$ cat src/rtl/riscv_muldiv_unit.sv
`default_nettype none
// ============================================================================
// Module      : riscv_muldiv_unit
// Description : Iterative RV32M/RV64M multiply/divide unit (MUL, MULH, MULHSU,
//               MULHU, DIV, DIVU, REM, REMU). Shift-add multiply over a
//               2*XLEN product and restoring division, BITS_PER_CYCLE bits
//               retired per CALC cycle. Valid/ready on both sides; an opaque
//               tag travels with each operation.
// Ports       : clock/reset        clock, asynchronous active-high reset
//               in_valid/in_ready  request handshake (ready only in IDLE)
//               in_funct3          RV M funct3 selecting the operation
//               in_a/in_b/in_tag   rs1, rs2 and tag, latched on accept
//               flush              abandon any in-flight operation
//               out_valid/ready    result handshake
//               out_result/tag     registered result and its tag
//               busy               unit not in IDLE
// Options     : RISCV_MULDIV_EARLY_EXIT_EN - variable-latency early exit
//               (multiply stops when the multiplier runs out of ones, divide
//               skips leading zero groups of the dividend, zero operands
//               short-cut to FIX).
// Revision    : 1.0 - initial release
// ============================================================================
module riscv_muldiv_unit #(
  parameter int XLEN           = 32,
  parameter int BITS_PER_CYCLE = 1,
  parameter int TAG_W          = 5
) (
  input  logic             clock,
  input  logic             reset,
  input  logic             in_valid,
  output logic             in_ready,
  input  logic [2:0]       in_funct3,
  input  logic [XLEN-1:0]  in_a,
  input  logic [XLEN-1:0]  in_b,
  input  logic [TAG_W-1:0] in_tag,
  input  logic             flush,
  output logic             out_valid,
  input  logic             out_ready,
  output logic [XLEN-1:0]  out_result,
  output logic [TAG_W-1:0] out_tag,
  output logic             busy
);

  localparam int N_ITER = XLEN / BITS_PER_CYCLE;
  localparam int CNT_W  = $clog2(N_ITER + 1);
  localparam logic [XLEN-1:0] XMIN = {1'b1, {(XLEN-1){1'b0}}};

  typedef enum logic [1:0] {
    S_IDLE = 2'd0,
    S_CALC = 2'd1,
    S_FIX  = 2'd2,
    S_DONE = 2'd3
  } state_t;

  state_t            state_q, state_d;
  logic [2:0]        funct3_q, funct3_d;
  logic [TAG_W-1:0]  tag_q, tag_d;
  // acc: multiply -> product accumulator; divide -> {remainder, dividend/quotient}
  logic [2*XLEN-1:0] acc_q, acc_d;
  // opb: multiply -> multiplicand shifted left each cycle; divide -> divisor in low half
  logic [2*XLEN-1:0] opb_q, opb_d;
  logic [XLEN-1:0]   mpl_q, mpl_d;
  logic              neg_q, neg_d;
  // hold: special-case result preloaded, FIX waits one cycle before publishing
  logic              hold_q, hold_d;
  logic [CNT_W-1:0]  cnt_q, cnt_d;
  logic              out_valid_q, out_valid_d;
  logic [XLEN-1:0]   out_result_q, out_result_d;
  logic [TAG_W-1:0]  out_tag_q, out_tag_d;

  // --------------------------------------------------------------------------
  // Accept-side operand decode
  // --------------------------------------------------------------------------
  logic            w_is_div, w_sgn_a, w_sgn_b, w_neg_a, w_neg_b;
  logic            w_div_zero, w_div_ovf, w_zero_op;
  logic [XLEN-1:0] w_mag_a, w_mag_b, w_dividend;
  logic [CNT_W-1:0] w_cnt_init;

  assign w_is_div   = in_funct3[2];
  // signed rs1: MULH, MULHSU, DIV, REM; signed rs2: MULH, DIV, REM
  assign w_sgn_a    = in_funct3[2] ? ~in_funct3[0] : (in_funct3[1] ^ in_funct3[0]);
  assign w_sgn_b    = in_funct3[2] ? ~in_funct3[0] : (in_funct3 == 3'd1);
  assign w_neg_a    = w_sgn_a & in_a[XLEN-1];
  assign w_neg_b    = w_sgn_b & in_b[XLEN-1];
  assign w_mag_a    = w_neg_a ? -in_a : in_a;
  assign w_mag_b    = w_neg_b ? -in_b : in_b;
  assign w_div_zero = w_is_div && (in_b == '0);
  assign w_div_ovf  = w_is_div && !in_funct3[0] && (in_a == XMIN) && (&in_b);

`ifdef RISCV_MULDIV_EARLY_EXIT_EN
  logic [CNT_W-1:0] w_lz_groups;
  logic             w_lz_found;

  // Count leading all-zero BITS_PER_CYCLE groups of |a|; those iterations
  // would only shift zeros into the remainder.
  always_comb begin
    w_lz_groups = '0;
    w_lz_found  = 1'b0;
    for (int g = N_ITER - 1; g >= 0; g--) begin
      if (!w_lz_found) begin
        if (w_mag_a[g*BITS_PER_CYCLE +: BITS_PER_CYCLE] == '0) begin
          w_lz_groups = w_lz_groups + CNT_W'(1);
        end else begin
          w_lz_found = 1'b1;
        end
      end
    end
  end

  assign w_dividend = w_mag_a << (w_lz_groups * BITS_PER_CYCLE);
  assign w_cnt_init = CNT_W'(N_ITER) - w_lz_groups;
  assign w_zero_op  = (in_a == '0) || (in_b == '0);
`else
  assign w_dividend = w_mag_a;
  assign w_cnt_init = CNT_W'(N_ITER);
  assign w_zero_op  = 1'b0;
`endif

  // --------------------------------------------------------------------------
  // One CALC iteration: BITS_PER_CYCLE chained steps
  // --------------------------------------------------------------------------
  logic [2*XLEN-1:0] w_acc_step, w_opb_step;
  logic [XLEN-1:0]   w_mpl_step, w_rem_t, w_quo_t;
  logic [XLEN:0]     w_sh_t, w_diff_t;

  always_comb begin
    w_acc_step = acc_q;
    w_opb_step = opb_q;
    w_mpl_step = mpl_q;
    w_rem_t    = acc_q[2*XLEN-1:XLEN];
    w_quo_t    = acc_q[XLEN-1:0];
    w_sh_t     = '0;
    w_diff_t   = '0;
    if (funct3_q[2]) begin
      for (int i = 0; i < BITS_PER_CYCLE; i++) begin
        w_sh_t   = {w_rem_t, w_quo_t[XLEN-1]};
        w_quo_t  = {w_quo_t[XLEN-2:0], 1'b0};
        // bit XLEN of the difference is the borrow: set means restore
        w_diff_t = w_sh_t - {1'b0, opb_q[XLEN-1:0]};
        if (!w_diff_t[XLEN]) begin
          w_rem_t    = w_diff_t[XLEN-1:0];
          w_quo_t[0] = 1'b1;
        end else begin
          w_rem_t = w_sh_t[XLEN-1:0];
        end
      end
      w_acc_step = {w_rem_t, w_quo_t};
    end else begin
      for (int i = 0; i < BITS_PER_CYCLE; i++) begin
        if (mpl_q[i]) begin
          w_acc_step = w_acc_step + (opb_q << i);
        end
      end
      w_opb_step = opb_q << BITS_PER_CYCLE;
      w_mpl_step = mpl_q >> BITS_PER_CYCLE;
    end
  end

  // --------------------------------------------------------------------------
  // FIX: sign correction and half / quotient-remainder selection
  // --------------------------------------------------------------------------
  logic [2*XLEN-1:0] w_prod;
  logic [XLEN-1:0]   w_qr_sel, w_div_res, w_fix_result;

  assign w_prod       = neg_q ? -acc_q : acc_q;
  assign w_qr_sel     = funct3_q[1] ? acc_q[2*XLEN-1:XLEN] : acc_q[XLEN-1:0];
  assign w_div_res    = neg_q ? -w_qr_sel : w_qr_sel;
  assign w_fix_result = funct3_q[2]          ? w_div_res :
                        (funct3_q == 3'd0)   ? w_prod[XLEN-1:0] :
                                               w_prod[2*XLEN-1:XLEN];

  // --------------------------------------------------------------------------
  // Next-state logic
  // --------------------------------------------------------------------------
  always_comb begin
    state_d      = state_q;
    funct3_d     = funct3_q;
    tag_d        = tag_q;
    acc_d        = acc_q;
    opb_d        = opb_q;
    mpl_d        = mpl_q;
    neg_d        = neg_q;
    hold_d       = hold_q;
    cnt_d        = cnt_q;
    out_valid_d  = out_valid_q;
    out_result_d = out_result_q;
    out_tag_d    = out_tag_q;

    case (state_q)
      S_IDLE: begin
        if (in_valid && !flush) begin
          funct3_d = in_funct3;
          tag_d    = in_tag;
          if (w_div_zero || w_div_ovf || w_zero_op) begin
            // Result preloaded as {remainder, quotient} with no sign fix-up.
            hold_d  = 1'b1;
            neg_d   = 1'b0;
            mpl_d   = '0;
            opb_d   = '0;
            acc_d   = w_div_zero ? {in_a, {XLEN{1'b1}}} :
                      w_div_ovf  ? {{XLEN{1'b0}}, XMIN} : '0;
            state_d = S_FIX;
          end else begin
            hold_d  = 1'b0;
            cnt_d   = w_cnt_init;
            opb_d   = {{XLEN{1'b0}}, w_mag_b};
            state_d = S_CALC;
            if (w_is_div) begin
              acc_d = {{XLEN{1'b0}}, w_dividend};
              mpl_d = '0;
              // remainder takes the dividend sign
              neg_d = in_funct3[1] ? w_neg_a : (w_neg_a ^ w_neg_b);
            end else begin
              acc_d = '0;
              mpl_d = w_mag_a;
              neg_d = w_neg_a ^ w_neg_b;
            end
          end
        end
      end
      S_CALC: begin
        acc_d = w_acc_step;
        opb_d = w_opb_step;
        mpl_d = w_mpl_step;
        cnt_d = cnt_q - CNT_W'(1);
        if (cnt_q == CNT_W'(1)) begin
          state_d = S_FIX;
        end
`ifdef RISCV_MULDIV_EARLY_EXIT_EN
        if (!funct3_q[2] && (w_mpl_step == '0)) begin
          state_d = S_FIX;
        end
`endif
      end
      S_FIX: begin
        if (hold_q) begin
          hold_d = 1'b0;
        end else begin
          out_result_d = w_fix_result;
          out_tag_d    = tag_q;
          out_valid_d  = 1'b1;
          state_d      = S_DONE;
        end
      end
      S_DONE: begin
        if (out_ready) begin
          out_valid_d = 1'b0;
          state_d     = S_IDLE;
        end
      end
      default: state_d = S_IDLE;
    endcase

    if (flush && (state_q != S_IDLE)) begin
      state_d     = S_IDLE;
      out_valid_d = 1'b0;
      hold_d      = 1'b0;
    end
  end

  always_ff @(posedge clock or posedge reset) begin
    if (reset) begin
      state_q      <= S_IDLE;
      funct3_q     <= '0;
      tag_q        <= '0;
      acc_q        <= '0;
      opb_q        <= '0;
      mpl_q        <= '0;
      neg_q        <= 1'b0;
      hold_q       <= 1'b0;
      cnt_q        <= '0;
      out_valid_q  <= 1'b0;
      out_result_q <= '0;
      out_tag_q    <= '0;
    end else begin
      state_q      <= state_d;
      funct3_q     <= funct3_d;
      tag_q        <= tag_d;
      acc_q        <= acc_d;
      opb_q        <= opb_d;
      mpl_q        <= mpl_d;
      neg_q        <= neg_d;
      hold_q       <= hold_d;
      cnt_q        <= cnt_d;
      out_valid_q  <= out_valid_d;
      out_result_q <= out_result_d;
      out_tag_q    <= out_tag_d;
    end
  end

  assign in_ready   = (state_q == S_IDLE);
  assign busy       = (state_q != S_IDLE);
  assign out_valid  = out_valid_q;
  assign out_result = out_result_q;
  assign out_tag    = out_tag_q;

endmodule
`default_nettype wire

$ cat config.mk
export PLATFORM = sky130hd
export DESIGN_NAME = riscv_muldiv_unit
export DESIGN_NICKNAME = d
export VERILOG_FILES = /design/src/rtl/riscv_muldiv_unit.sv
export SDC_FILE = /design/constraint.sdc
export NUM_CORES = 1
export LEC_CHECK = 0
export CORE_MARGIN = 2
export CORE_UTILIZATION = 62
export DETAILED_ROUTE_END_ITERATION = 8
export GPL_ROUTABILITY_DRIVEN = 0
export PLACE_DENSITY = 0.82
export SLEW_MARGIN = 15
export SYNTH_ARGS = -nofsm -noshare
export SYNTH_HDL_FRONTEND = slang
export SYNTH_SLANG_ARGS = --single-unit
$ cat constraint.sdc
create_clock -name clock -period 16.98 [get_ports clock]
set_clock_uncertainty 0.2 [all_clocks]
set_input_delay 2.547 -clock clock [delete_from_list [all_inputs] [get_ports clock]]
set_output_delay 2.547 -clock clock [all_outputs]
set_load 0.01 [all_outputs]
==> results.yml <==
status:
  outcome: "finished, violations left"
  violations: "DRC"
grt:
  use_met3: 0.125
  grt_use_met1: 0.534
  use_met2: 0.610
  globalRouteOverflowTotal: 0
  busiest_layer: "met2"
  grt_pass1_vias: 20700
  antenna_found_initial: 2
  grt_start_max_net_pins: 163
  grt_usage: 0.415
  grt_pass1_wl_um: 115000
cts:
  cts_buffers: 25
  clockRootBuffer: "clkbuf_16"
  htreeDepth: 1
  cts_setup_buffers: 0
  postCtsResizedCells: 0
  clock_sinks: 216
  cts_buffer_depth: 3
  clk_pin_slew_worst_paths_ns: 0.06
  tritoncts: "yes"
  hold_buffers: 0
  clkLatencyLatePin_ns: 0.57
route:
  drt_iter0_markers: 3480
  drc: 21
  final_antenna_net_count: 0
  wl_um: 74500
  vias: 22600
  viasPerCell: 6.97
  dr.pass1.iters: 9
  wire_per_inst_um: 23.0
logic_synthesis:
  synth_seq_area_share: 0.262
  synth-xor-area-share: 0.0977
  synth_area_um2: 20600
  synthMuxAreaShare: 0.0300
  synth_nets: 3001
  ys_seq_elements: 216
  synth_most_common_cell: "nand2_1"
  synth-edff-count: 0
  yosys-top-cells-count: "419 x nand2_1, 330 x o21ai_0, 266 x a21oi_1"
  async_reset_ff_frac: 1.00
  synth_top_family_by_area: "compound AO/OA/AOI/OAI gates"
  synth_compound_area_frac: 0.276
  yosysTopAreaCell: "dfrtp_1"
  netlist-cell-type-count: 86
  synth-main-ff-cell: "dfrtp_1"
  syn_inst: 2815
  netlist.area_leader.share: 0.262
  avgSynthCellArea_um2: 7.33
  synth-simple-area-share: 0.211
  ys_warn_count: 0
  yosys-top-cells-area: "dfrtp_1 26%, o21ai_0 8.0%, nand2_1 7.6%"
  synth_fa_ha_area_frac: 0.0668
setup_path:
  start_kind: "primary input"
  end_kind: "flop"
  path_max_fanout: 27
  worstSetupPathType: "in -> reg"
  critPathArrivalTime_ns: 6.77
  crit_path_top_delay_cell: "nor2_2"
  max_stage_delay_ns: 0.82
  critPathRequiredTime_ns: 17.24
  cp.buffers_inverters: 1
  crit_chain: "clkdlybuf4s50_1, or4_1, or2_2, nor2_1, nand3_2, nor2_2, a21oi_1, a2111oi_0, o311ai_0, o2111ai_1"
  crit_family: "simple AND/OR/NAND/NOR gates"
power_and_ir_drop:
  p_leak_nw: 9.18
  powerDensity_nw_per_um2: 221
  power_mw: 5.03
  ir_drop_mv: 0.143
finish:
  finalNonFillerCells: 3237
  syn2layout_area_growth_pct: 10.3
  drive_gt1_frac: 0.0472
  fin_nets: 2962
  n_antenna_cell: 0
  design_area_um2: 22700
place:
  numPortBuffers: 116
  dp_cells: 3191
  hpwlAfterDp_um: 54300
  dpl_cell_area_um2: 21800
timing:
  setup_viol: 0
  relSlewSlack: 0.0871
  hold_viol: 0
  tightest_slew_ns: 1.36
  setup_tns_ns: 0
  period_needed_ns: 6.51
  drv_slew: 0
  rsz0062_at_grt: "no"
  fmax_ghz: 0.154
  finalCritPeriodShare: 0.383
floorplan:
  row_count: 66
  die_h_um: 186
  die_area_um2: 34700
  chipWidth_um: 186
  start_util: 0.632
  core_um2: 32600
  ios: 117
min_path:
  hold_class: "reg -> reg"
job:
  drv_cap: 0
power by group:
group	total, mW	switching, mW	internal (mW)
combinational	3.29	2.10	1.19
sequential	1.09	0.376	0.710
clock	0.647	0.245	0.402
total	5.03	2.72	2.31
cells by family (layout without fill, tap and decap cells):
group	count (synthesis)	count (layout)
compound gates	941	941
xor+xnor	230	230
fa+ha+maj	109	109
buf+inv	298	278
flops	216	216
mux	60	60
simple gates	961	961
registers in the layout, summed over array words and instances, names as in the netlist:
signal,flops
hold_q,1
out_result,32
state_q,2
acc_q,64
out_tag,5
opb_q,64
cnt_q,6
tag_q,5
mpl_q,32
funct3_q,3
neg_q,1
out_valid,1
metal layers:
layer / vias up / wire, um
li1: 9990 / -
met1: 10400 / 27400
met2: 1698 / 30800
met3: 461 / 10700
met4: 4 / 5640
met5: - / 35
metrics by stage:
step	setup WS, ns	hold WS [ns]	util
floorplan	8.33	0.245	-
global placement	10.34	0.261	0.667
detailed placement	10.15	0.269	0.667
CTS	10.64	0.281	0.697
global route	10.14	0.291	0.697
finish	10.47	0.275	0.697
final cells by class:
class                   count  area, um2
clock buffers              28        657
clock inverters            18        315
fillers                  2707       9880
inverters                  91        349
multi-input cells        2301      14100
flip-flops and latches    216       5410
well taps                 442        553
repair buffers            141       1360
final timing paths:
| check | end | from | depth (start not counted) | slack [ns] |
|---|---|---|---|---|
| max | acc_q[62]$_DFFE_PP0P_ | in_b[11] | 10 | 10.47 |
| min | out_result[11]$_DFFE_PP0P_ | out_result[11]$_DFFE_PP0P_ | 2 | 0.27 |
| min in group asynchronous | out_result[9]$_DFFE_PP0P_ | reset | 2 | 2.27 |
| min reg2reg | out_result[11]$_DFFE_PP0P_ | out_result[11]$_DFFE_PP0P_ | 2 | 0.27 |
| max in group asynchronous | mpl_q[21]$_DFFE_PP0P_ | reset | 3 | 12.94 |
| max reg2reg | opb_q[31]$_DFFE_PP0P_ | state_q[1]$_DFFE_PP0P_ | 8 | 11.79 |
placed cells by master (no fill, tap or decap), drive strengths merged, types with 20 or more instances in the layout:
| master | Yosys | final |
|---|---|---|
| o21a | 20 | 20 |
| or3 | 21 | 21 |
| nand3 | 45 | 45 |
| xnor2 | 112 | 112 |
| ha | 107 | 107 |
| nand4 | 42 | 42 |
| a211oi | 45 | 45 |
| nor3 | 66 | 66 |
| clkbuf | 176 | 28 |
| nor4 | 20 | 20 |
| nor2 | 239 | 239 |
| nand2 | 420 | 420 |
| o211ai | 52 | 52 |
| a31oi | 22 | 22 |
| a21oi | 266 | 266 |
| o21ai | 338 | 338 |
| dfrtp | 216 | 216 |
| mux2i | 45 | 45 |
| o41ai | 20 | 20 |
| buf | 31 | 25 |
| xor2 | 118 | 118 |
| o31ai | 50 | 50 |
| inv | 89 | 91 |
| clkdlybuf4s50 | 0 | 116 |
| a21o | 30 | 30 |
worst reg2reg max path: cells and delay by family (launching register included):
family / cells / cell delay (ns)
adders and majority gates: 1 / 0.47
and+or+nand+nor: 1 / 0.67
buffers and inverters: 3 / 1.63
DFF: 1 / 0.41
AOI/OAI and AO/OA: 3 / 1.66
(Power assumes the default switching activity.)
